<file path="config.mk">
export PLATFORM = sky130hd
export DESIGN_NAME = dac_sigma_delta
export DESIGN_NICKNAME = d
export VERILOG_FILES = /design/src/rtl/dac_pkg.sv /design/src/rtl/dac_sd_core.sv /design/src/rtl/dac_sigma_delta.sv
export SDC_FILE = /design/constraint.sdc
export NUM_CORES = 1
export LEC_CHECK = 0
export CAP_MARGIN = 15
export CORE_ASPECT_RATIO = 2
export CORE_MARGIN = 5
export CORE_UTILIZATION = 45
export CTS_CLUSTER_DIAMETER = 30
export DETAILED_ROUTE_END_ITERATION = 10
export PLACE_DENSITY = 0.7
export SLEW_MARGIN = 15
export SYNTH_ARGS = -nofsm -noshare
export SYNTH_HDL_FRONTEND = slang
export SYNTH_SLANG_ARGS = --single-unit
</file>
<file path="constraint.sdc">
create_clock -name clk -period 2.6 [get_ports clk]
set_clock_uncertainty 0.15 [all_clocks]
set_input_delay 0.39 -clock clk [delete_from_list [all_inputs] [get_ports clk]]
set_output_delay 0.39 -clock clk [all_outputs]
set_load 0.01 [all_outputs]
</file>
<file path="src/rtl/dac_pkg.sv">
// Shared types and defaults for the sigma-delta DAC.
package dac_pkg;

  typedef enum logic {DAC_IDLE, DAC_RUN} dac_state_t;

  localparam int unsigned DAC_DEF_WIDTH = 8;

endpackage

</file>
<file path="src/rtl/dac_sd_core.sv">
// First-order sigma-delta modulator: accumulator plus registered carry bit.
module dac_sd_core
  import dac_pkg::*;
#(
  parameter int unsigned WIDTH = DAC_DEF_WIDTH
) (
  input  logic             clk,
  input  logic             rst,
  input  logic             clr,
  input  logic             en,
  input  logic [WIDTH-1:0] code,
  output logic             bit_out
);

  logic [WIDTH-1:0] acc_q;
  logic [WIDTH:0]   sum;

  assign sum = {1'b0, acc_q} + {1'b0, code};

  // clr and en may coincide on a back-to-back reload: the last bit still
  // comes out while the accumulator restarts from zero for the next run.
  always_ff @(posedge clk) begin
    if (rst) begin
      acc_q   <= '0;
      bit_out <= 1'b0;
    end else begin
      bit_out <= en & sum[WIDTH];
      if (clr) begin
        acc_q <= '0;
      end else if (en) begin
        acc_q <= sum[WIDTH-1:0];
      end
    end
  end

endmodule

</file>
<file path="src/rtl/dac_sigma_delta.sv">
// Sigma-delta DAC top: run FSM, window counter and one-deep pending slot.
// Define DAC_ONES_COUNT_EN to add the ones_count output.
module dac_sigma_delta
  import dac_pkg::*;
#(
  parameter int unsigned WIDTH   = DAC_DEF_WIDTH,
  parameter int unsigned WINDOWS = 1
) (
  input  logic             clk,
  input  logic             rst,
  input  logic             start,
  input  logic [WIDTH-1:0] digital_input,
  output logic             analog_output,
  output logic             busy,
  output logic             done,
`ifdef DAC_ONES_COUNT_EN
  output logic [WIDTH+$clog2(WINDOWS+1)-1:0] ones_count,
`endif
  output logic [WIDTH-1:0] code_active
);

  localparam int unsigned RunLen = WINDOWS << WIDTH;
  localparam int unsigned CntW   = $clog2(RunLen);

  dac_state_t       state_q;
  logic [CntW-1:0]  cnt_q;
  logic [WIDTH-1:0] code_q;
  logic [WIDTH-1:0] pend_q;
  logic             pend_v_q;
  logic             busy_q;
  logic             done_q;
  logic             last;
  logic             reload;
  logic             core_en;
  logic             core_clr;

  assign last     = (cnt_q == CntW'(RunLen - 1));
  assign reload   = last & (start | pend_v_q);
  assign core_en  = (state_q == DAC_RUN);
  assign core_clr = (state_q == DAC_IDLE) | (core_en & reload);

  always_ff @(posedge clk) begin
    if (rst) begin
      state_q  <= DAC_IDLE;
      cnt_q    <= '0;
      code_q   <= '0;
      pend_q   <= '0;
      pend_v_q <= 1'b0;
      busy_q   <= 1'b0;
      done_q   <= 1'b0;
    end else begin
      done_q <= 1'b0;
      case (state_q)
        DAC_IDLE: begin
          if (start) begin
            code_q  <= digital_input;
            cnt_q   <= '0;
            busy_q  <= 1'b1;
            state_q <= DAC_RUN;
          end
        end
        DAC_RUN: begin
          cnt_q <= cnt_q + 1'b1;
          if (last) begin
            done_q   <= 1'b1;
            pend_v_q <= 1'b0;
            if (reload) begin
              // A start on this edge is newer than anything in the slot.
              code_q <= start ? digital_input : pend_q;
              cnt_q  <= '0;
            end else begin
              busy_q  <= 1'b0;
              state_q <= DAC_IDLE;
            end
          end else if (start) begin
            pend_q   <= digital_input;
            pend_v_q <= 1'b1;
          end
        end
        default: state_q <= DAC_IDLE;
      endcase
    end
  end

  dac_sd_core #(
    .WIDTH(WIDTH)
  ) u_core (
    .clk    (clk),
    .rst    (rst),
    .clr    (core_clr),
    .en     (core_en),
    .code   (code_q),
    .bit_out(analog_output)
  );

  assign busy        = busy_q;
  assign done        = done_q;
  assign code_active = code_q;

`ifdef DAC_ONES_COUNT_EN
  localparam int unsigned OnesW = WIDTH + $clog2(WINDOWS + 1);

  logic [OnesW-1:0] ones_base_q;

  // Base holds ones already seen; the bit on the wire is added on top so the
  // done cycle already includes the final bit. Restart when bit 0 is produced.
  always_ff @(posedge clk) begin
    if (rst) begin
      ones_base_q <= '0;
    end else if ((state_q == DAC_IDLE && start) || (state_q == DAC_RUN && cnt_q == '0)) begin
      ones_base_q <= '0;
    end else begin
      ones_base_q <= ones_base_q + OnesW'(analog_output);
    end
  end

  assign ones_count = ones_base_q + OnesW'(analog_output);
`endif

endmodule

</file>
==> impl_metrics.ini, run 1 <==
[clocking]
cts_root_buf = clkbuf_8
numCtsBuffers = 5
clk_pin_slew_ns = 0.06
cts_resized = 0
postCtsSetupRepairBufs = 0
cts_htree_levels = 2
cts_hold_buf = 0
clock_latency_ns = 0.28
cts_sinks = 37
cts_tree = done
max-clock-path-buffers = 2

[synthesis]
syn_nets = 218
synth_edf_count = 0
syn_area_um2 = 1749
synth-seq-cells = 37
ys_types = 33
synthArstFlopShare = 0
syn-instance-count = 197
synth_top_flop_cell = dfxtp_1
yosysSeqAreaShare = 0.4235
avgSynthCellArea_um2 = 8.879
yosys_warnings = 0

[timing]
max_slew.worst_pin.slew_ns = 0.4211
setup_viol = 0
min_period_ns = 2.008
rsz0062_at_grt = no
slew_viol_final = 0
hold_viol = 0
post-route-period-util = 0.7723
hold_slack_ns = 0.3180
max_freq_ghz = 0.4980
tns_ns = 0
slew-limit-headroom = 0.7186

[setup_path]
slowest_delay_ns = 0.38
crit_slowest_cell = dfxtp_1
start_kind = flip-flop
cp_cell_sequence = ha_1, nand4_1, or2_4, a21oi_4, nor2_1, a211oi_2
cp-end-kind = flip-flop
path_class = flip-flop to flip-flop
worstPathRequired_ns = 2.66
cp_max_fo = 16
critPathLaunch = cnt_q[0]
worstPathArrival_ns = 2.06
rr_startpoint = cnt_q[0]

[finish]
seq_area_um2 = 740.7
n_antenna_cell = 0
stdcell_area_um2 = 2083
utilization = 0.5477
finalNetCount = 242
area_growth_pct = 19.10
multiInputGateArea_um2 = 934.6
layout_commonest_cell = dfxtp_1
n_fill_cell = 367
post_route_cells_drive_above_1_share = 0.06364
final_cell_mix = dfxtp_1 (37), nor2_1 (34), clkdlybuf4s50_1 (21)

[run]
cap_violations = 0

[place]
placed_area_um2 = 2009
io_buffers = 21
dpl.hpwl_um = 2577
gp_congestion = 0.8136

[grt]
antenna_found_initial = 0
grt.overflow.total = 0
grt_first_pass_wirelength_um = 5782
grt_use_total = 0.1446
grt_max_degree = 24
grt_pass1_vias = 1392

[die]
start_util = 0.4599
die_w_um = 54.09
io-pin-count = 22
die-area_um2 = 5310
die_h_um = 98.17
core_um2 = 3804
rows = 32

[detailed_routing]
drc = 0
drtIter0Drc = 15
drt-pass1-iter-count = 4
wl_um = 3305
postRouteAntennaNets = 0
route.vias.total = 1435
avgViaCountPerCell = 5.295
wl_per_cell_um = 12.20

[power_and_ir_drop]
powerDensity_nw_per_um2 = 548.3
ir_drop_uv = 406.8
p_leak_uw = 0.0008626
p_total_uw = 1142

[min_path]
hp-class = flip-flop to flip-flop
min_from = cnt_q[7]

[outcome]
outcome = complete, no violations
==> power breakdown <==
group	internal (µW)	switching, µW	total, µW
Sequential	595	21.6	616
Combinational	84.9	85.3	170
Clock	176	180	356
==> stage by stage <==
step	setup WS, ns	instances
2_1_floorplan	0.7628	197
3_3_place_gp	0.4209	265
3_5_place_dp	0.3824	265
4_1_cts	0.5734	271
5_1_grt	0.3137	271
6_report	0.5920	271
==> path summary, 6_finish.rpt <==
check	to	slack, ns	depth (start not counted)
worst max-delay path	code_active[7]	0.59	6
worst min-delay path	cnt_q[7]	0.32	1
worst min register to register	cnt_q[7]	0.32	1
worst max register to register	code_active[7]	0.59	6
==> worst max-delay path: cells and delay by family, from the launching register on <==
kind                     cells  cell delay (ns)
adder cells (fa/ha/maj)      1             0.23
AO/OA/AOI/OAI                2             0.57
flip-flops                   1             0.38
AND/OR/NAND/NOR              3             0.60
==> per-layer routing <==
layer | global-route usage | part of all wire | vias up
met5 | 0 | 0 | -
met4 | 0.09021 | 0.029 | 0
met3 | 0.03359 | 0.029 | 7
met2 | 0.2411 | 0.53 | 20
met1 | 0.1549 | 0.41 | 661
li1 | - | - | 747
==> registers in the layout, summed over array words and instances (netlist names) <==
| signal | cells |
|---|---|
| pend_q | 8 |
| u_core.acc_q | 8 |
| pend_v_q | 1 |
| done | 1 |
| cnt_q | 8 |
| u_core.bit_out | 1 |
| code_active | 8 |
| core_en | 1 |
| busy | 1 |
==> cell type report <==
| type | instances | area share |
|---|---|---|
| clock inverters | 1 | 0.002402 |
| repair buffers | 24 | 0.1117 |
| inverters | 10 | 0.01802 |
| well taps | 51 | 0.03063 |
| clock buffers | 5 | 0.03303 |
| flip-flops and latches | 37 | 0.3556 |
| multi-input cells | 143 | 0.4486 |
==> kinds of logic after synthesis <==
group,after synthesis,synth area share
XOR/XNOR,5,0.02503
buffers and inverters,17,0.04220
flip-flops,37,0.4235
multiplexers,16,0.09156
AO/OA/AOI/OAI,48,0.1788
adder cells (fa/ha/maj),10,0.07582
AND/OR/NAND/NOR,64,0.1631
==> synthesized netlist by cell type, types with 3 or more instances <==
| cell | instances | share of area |
|---|---|---|
| mux2i_1 | 16 | 0.092 |
| nor2_1 | 34 | 0.073 |
| o21ai_0 | 13 | 0.037 |
| nand3_1 | 5 | 0.014 |
| dfxtp_1 | 37 | 0.42 |
| xor2_1 | 4 | 0.020 |
| nor3_1 | 5 | 0.014 |
| a21oi_1 | 13 | 0.037 |
| a211oi_1 | 11 | 0.047 |
| ha_1 | 9 | 0.064 |
| nand2_1 | 10 | 0.021 |
| clkbuf_1 | 3 | 0.0064 |
| inv_1 | 10 | 0.021 |
No activity file was read; power rests on OpenSTA's default activity.
==> run 2: changes to the inputs <==
Settings changed: PLACE_DENSITY 0.7 to 0.73.
Clock period 2.6 ns to 1.7 ns, I/O delays scaled along.
==> run 2 against run 1 <==
  * The run now ends with setup timing left
  * Core utilization up 12 points
  * Register-to-register slack worse by 0.61 ns
  * Clock-buffer cell count unchanged
  * Cell count up 13%
  * Maximum frequency up 17%
  * Die area unchanged
  * First-iteration DRC count up 67%
  * Non-clock buffer count up 34
  * Design area up 21%
  * Worst setup slack worse by 0.61 ns
  * Routed wire length up 21%
  * Flip-flop and latch count unchanged
  * Critical path type unchanged
  * Critical endpoint is now u_core.acc_q[6]
  * Highest routed layer unchanged
==> impl_metrics.ini, run 2 (synthesis results as in run 1) <==
[outcome]
outcome = complete, but fails checks
violations = setup timing

[grt]
grt_pass1_vias = 1627
grtUsageMet2 = 0.2991
grt.overflow.total = 0
antenna_found_initial = 0
top_usage_layer = met2
grt_use_total = 0.1689
grt_max_degree = 13
grt_first_pass_wirelength_um = 6637
grt_use_met3 = 0.03664
gr-usage-met1 = 0.1675

[detailed_routing]
postRouteAntennaNets = 0
avgViaCountPerCell = 5.195
drtIter0Drc = 25
route.vias.total = 1595
wl_per_cell_um = 13.02
drc = 0
drt-pass1-iter-count = 4
wl_um = 3998

[finish]
final_cell_mix = nor2_1 (34), dfxtp_1 (31), buf_4 (30)
finalNetCount = 276
layout_commonest_cell = nor2_1
n_antenna_cell = 0
post_route_cells_drive_above_1_share = 0.2852
utilization = 0.6635
area_growth_pct = 44.28

[timing]
setup_viol = 2
slew_viol_final = 0
max_freq_ghz = 0.5817
hold_viol = 0
rsz0062_at_grt = yes
min_period_ns = 1.719
post-route-period-util = 1.011
setup_slack_ns = -0.01900
slew-limit-headroom = 0.7513
max_slew.worst_pin.slew_ns = 0.3725
tns_ns = -0.02517

[power_and_ir_drop]
p_leak_uw = 0.001099
ir_drop_uv = 830.0
powerDensity_nw_per_um2 = 754.1
p_total_uw = 1903

[die]
core_um2 = 3804
start_util = 0.4599
die_h_um = 98.17
rows = 32
io-pin-count = 22
die-area_um2 = 5310
die_w_um = 54.09

[clocking]
cts_tree = done
numCtsBuffers = 5
cts_root_buf = clkbuf_8
clock_latency_ns = 0.29
cts_sinks = 37
cts_htree_levels = 2
max-clock-path-buffers = 2
clk_pin_slew_ns = 0.08

[setup_path]
cp-end-kind = flip-flop
path_class = flip-flop to flip-flop
worstPathRequired_ns = 1.74
worstPathArrival_ns = 1.76
cp_max_fo = 3
start_kind = flip-flop

[place]
pre_cts_slack_ns = -0.1020
gp_congestion = 0.7910
io_buffers = 21
dpl.hpwl_um = 2811

[min_path]
hp-class = flip-flop to flip-flop

[run]
cap_violations = 0
[run 2: cell types whose count changed in the layout (fill, tap and decap cells not counted), sizes merged]
cell / previous run / this run
dlygate4sd2: 0 / 1
clkinv: 1 / 2
dlymetal6s2s: 0 / 3
clkinvlp: 0 / 1
buf: 3 / 37
clkdlybuf4s50: 21 / 17
[run 2: stage by stage]
stage	hold WS, ns	instances	instance area (µm²)
final	0.3286	307	2524
after detailed placement	0.3108	292	2280
after global placement	0.3032	292	2280
after floorplan	0.1703	197	1792
after CTS	0.3264	307	2484
after global routing	0.3590	307	2524
[run 2: layout make-up]
cell class	count	area (µm²)
repair buffers	58	541.8
fillers	301	1280
well taps	51	63.81
flip-flops and latches	37	750.7
inverters	10	37.54
clock inverters	3	17.52
multi-input cells	143	1044
clock buffers	5	68.82
[run 2: worst paths after layout]
check / endpoint / startpoint / slack (ns) / cells after the start
worst max register to register: u_core.acc_q[6] / code_active[0] / -0.02 / 8
worst min-delay path: busy / busy / 0.33 / 2
worst max-delay path: u_core.acc_q[6] / code_active[0] / -0.02 / 8
worst min register to register: busy / busy / 0.33 / 2
[run 2: per-layer routing]
layer / routed length (µm) / part of all wire
met1: 1575 / 0.39
met2: 2181 / 0.55
met3: 126 / 0.032
met4: 115 / 0.029
met5: 0 / 0
[run 2: power by group]
group	total, µW	internal [µW]	switching (µW)	leakage, µW
combinational	360	193	167	0.000750
sequential	944	910	34.2	0.000305
clock	600	283	317	0.0000439
[run 2: what timing repair did]
| item | 4_1_cts | 5_1_grt |
|---|---|---|
| hold endpoints to repair | 0 | 0 |
| setup buffers | 7 | 0 |
| hold buffers | 0 | 0 |
| pin swaps | 9 | 7 |
| resized for setup | 23 | 11 |
| setup endpoints to repair | 20 | 30 |
[run 2: worst max-delay path, cell delays in order, from the launching register on]
cell and delay, ns:
dfxtp_4 0.36, ha_4 0.12, inv_2 0.03, fa_2 0.36, nor2b_4 0.17, o31ai_4 0.08
a21oi_2 0.17, buf_4 0.13, nor3_2 0.03
==> run 3: changes to the inputs <==
Settings changed: PLACE_DENSITY 0.73 to 0.72, SYNTH_HIERARCHICAL set to 1.
==> run 3 against run 2 <==
  * The run still ends with setup timing left
  * Sequential power fell by 1%
  * Clock power rose by 29%
  * Via count rose by 16%
  * Synthesized area rose by 10%
  * Critical endpoint is now u_core/acc_q[6]
  * Largest cell class unchanged
  * Largest power group unchanged
==> impl_metrics.ini, run 3 <==
[power_and_ir_drop]
powerDensity_nw_per_um2 = 754.6
ir_drop_uv = 682.0
p_leak_uw = 0.001248
p_total_uw = 2101

[setup_path]
cp_cell_sequence = ha_4, inv_2, fa_2, nor2b_4, o31a_1, o21a_1, or3_1, a41o_1
worstPathRequired_ns = 1.74
cp-end-kind = flip-flop
reg2reg_depth = 8
r2r_end = u_core/acc_q[6]
slowest_delay_ns = 0.34
worstPathArrival_ns = 2.11
start_kind = flip-flop
crit_slowest_cell = dfxtp_2
path_class = flip-flop to flip-flop
cp_max_fo = 2
rr_startpoint = code_active[0]
r2r_slack_ns = -0.37

[grt]
grt_pass1_vias = 1896
grt.overflow.total = 0
grt_first_pass_wirelength_um = 8576
antenna_found_initial = 0
grt_max_degree = 25
grt_use_total = 0.1907

[finish]
n_antenna_cell = 0
post_route_cells_drive_above_1_share = 0.3500
finalNetCount = 300
area_growth_pct = 44.57
stdcell_count = 332
stdcell_area_um2 = 2784
utilization = 0.6742
layout_commonest_cell = buf_4
final_cell_mix = buf_4 (45), dfxtp_1 (27), nor2_1 (22)

[die]
die-area_um2 = 5767
rows = 33
start_util = 0.4664
core_um2 = 4129
die_h_um = 102.5
die_w_um = 56.26
io-pin-count = 22

[clocking]
cts_root_buf = clkbuf_8
numCtsBuffers = 5
cts_hold_buf = 0
cts_tree = done
clock_latency_ns = 0.30
clk_pin_slew_ns = 0.08
cts_htree_levels = 2
cts_sinks = 37
max-clock-path-buffers = 2

[synthesis]
synth_xor_area_frac = 0.004548
yosysTopAreaCellShare = 0.3847
synth_compound_area_frac = 0.2112
synth-seq-cells = 37
synthTopCellsByArea = dfxtp_1 (38%), mux2i_1 (9.4%), ha_1 (5.8%), a21oi_1 (5.5%), a211oi_2 (5.2%)
avgSynthCellArea_um2 = 9.213
synth_edf_count = 0
yosys.area.top_type = dfxtp_1
yosys_warnings = 6
synthMuxAreaShare = 0.09357
synth_commonest_cells = dfxtp_1 (37), nor2_1 (23), a21oi_1 (21), mux2i_1 (18), nand3_1 (10)
ys_types = 46
yosysSeqAreaShare = 0.3847
yosys.area_share.simple = 0.2027
syn-instance-count = 209
synthAdderAreaFrac = 0.06888
synthMostInstantiatedCell = dfxtp_1
syn_nets = 230
synth_top_family_by_area = compound AO/OA/AOI/OAI gates
syn_area_um2 = 1926
synth_top_flop_cell = dfxtp_1
synthArstFlopShare = 0

[detailed_routing]
drc = 0
postRouteAntennaNets = 0
wl_um = 5278
wl_per_cell_um = 15.90
drtIter0Drc = 74
drt-pass1-iter-count = 6
route.vias.total = 1857
avgViaCountPerCell = 5.593

[timing]
slew-limit-headroom = 0.7576
hold_viol = 0
setup_viol = 5
hold_slack_ns = 0.3504
setup_slack_ns = -0.3669
min_period_ns = 2.067
max_slew.worst_pin.slew_ns = 0.3608
max_freq_ghz = 0.4838
rsz0062_at_grt = yes
post-route-period-util = 1.216
slew_viol_final = 0

[outcome]
outcome = complete, but fails checks
violations = setup timing

[place]
dp_cells = 320
io_buffers = 21
placed_area_um2 = 2569
gp_congestion = 0.8431
dpl.hpwl_um = 3859

[run]
cap_violations = 0

[min_path]
min_to = pend_q[1]
min_from = pend_q[1]
hp-class = flip-flop to flip-flop
holdPathStages = 2
==> run 3: worst max-delay path by stage <==
stage	startpoint	to	slack, ns
floorplan	code_active[0]	u_core/acc_q[6]	-0.28
global placement	u_core/acc_q[0]	u_core/bit_out	-0.31
detailed placement	u_core/acc_q[0]	u_core/bit_out	-0.39
CTS	code_active[0]	u_core/acc_q[6]	-0.33
global route	code_active[0]	u_core/acc_q[6]	-0.42
finish	code_active[0]	u_core/acc_q[6]	-0.37
==> run 3: per-stage QoR <==
step / setup slack (ns) / TNS (ns)
6_report: -0.3669 / -1.050
5_1_grt: -0.4196 / -1.507
4_1_cts: -0.3252 / -0.9345
3_5_place_dp: -0.3947 / -3.479
3_3_place_gp: -0.3101 / -3.375
2_1_floorplan: -0.2803 / -0.5680
==> run 3: worst max-delay path: cells and delay by family (launching register included) <==
family,cells,cell delay [ns]
buf+inv,1,0.05
fa+ha+maj,2,0.38
simple gates,2,0.37
flops,1,0.34
compound gates,3,0.68
==> run 3: logic make-up after synthesis <==
| group | Yosys count |
|---|---|
| compound gates | 55 |
| xor+xnor | 1 |
| fa+ha+maj | 10 |
| buf+inv | 15 |
| flops | 37 |
| mux | 18 |
| simple gates | 73 |
==> run 3: layer usage <==
layer	global-route usage	routed length (µm)	vias up
met5	0	0	-
li1	-	-	906
met2	0.3859	3070	59
met4	0.09506	142	0
met3	0.03133	217	13
met1	0.1786	1848	879
==> run 3: cell type report <==
type	instances	area (µm²)
fill	354	1345
multi-input combinational	157	1219
sequential	37	753.2
timing repair buffer	70	605.6
clock buffer	6	72.57
tap	52	65.06
clock inverter	2	38.79
inverter	8	30.03
==> run 3: timing repair <==
item	CTS	global route
pin swaps	5	8
cloned	0	0
setup buffers	2	2
endpoints found under the setup margin	21	23
resized for setup	17	14
==> run 3: report_power, final <==
group	switching [µW]	leakage [µW]	internal [µW]
logic	193	0.000887	203
clock network	332	0.0000554	441
registers	27.4	0.000306	905
total	552	0.00125	1550
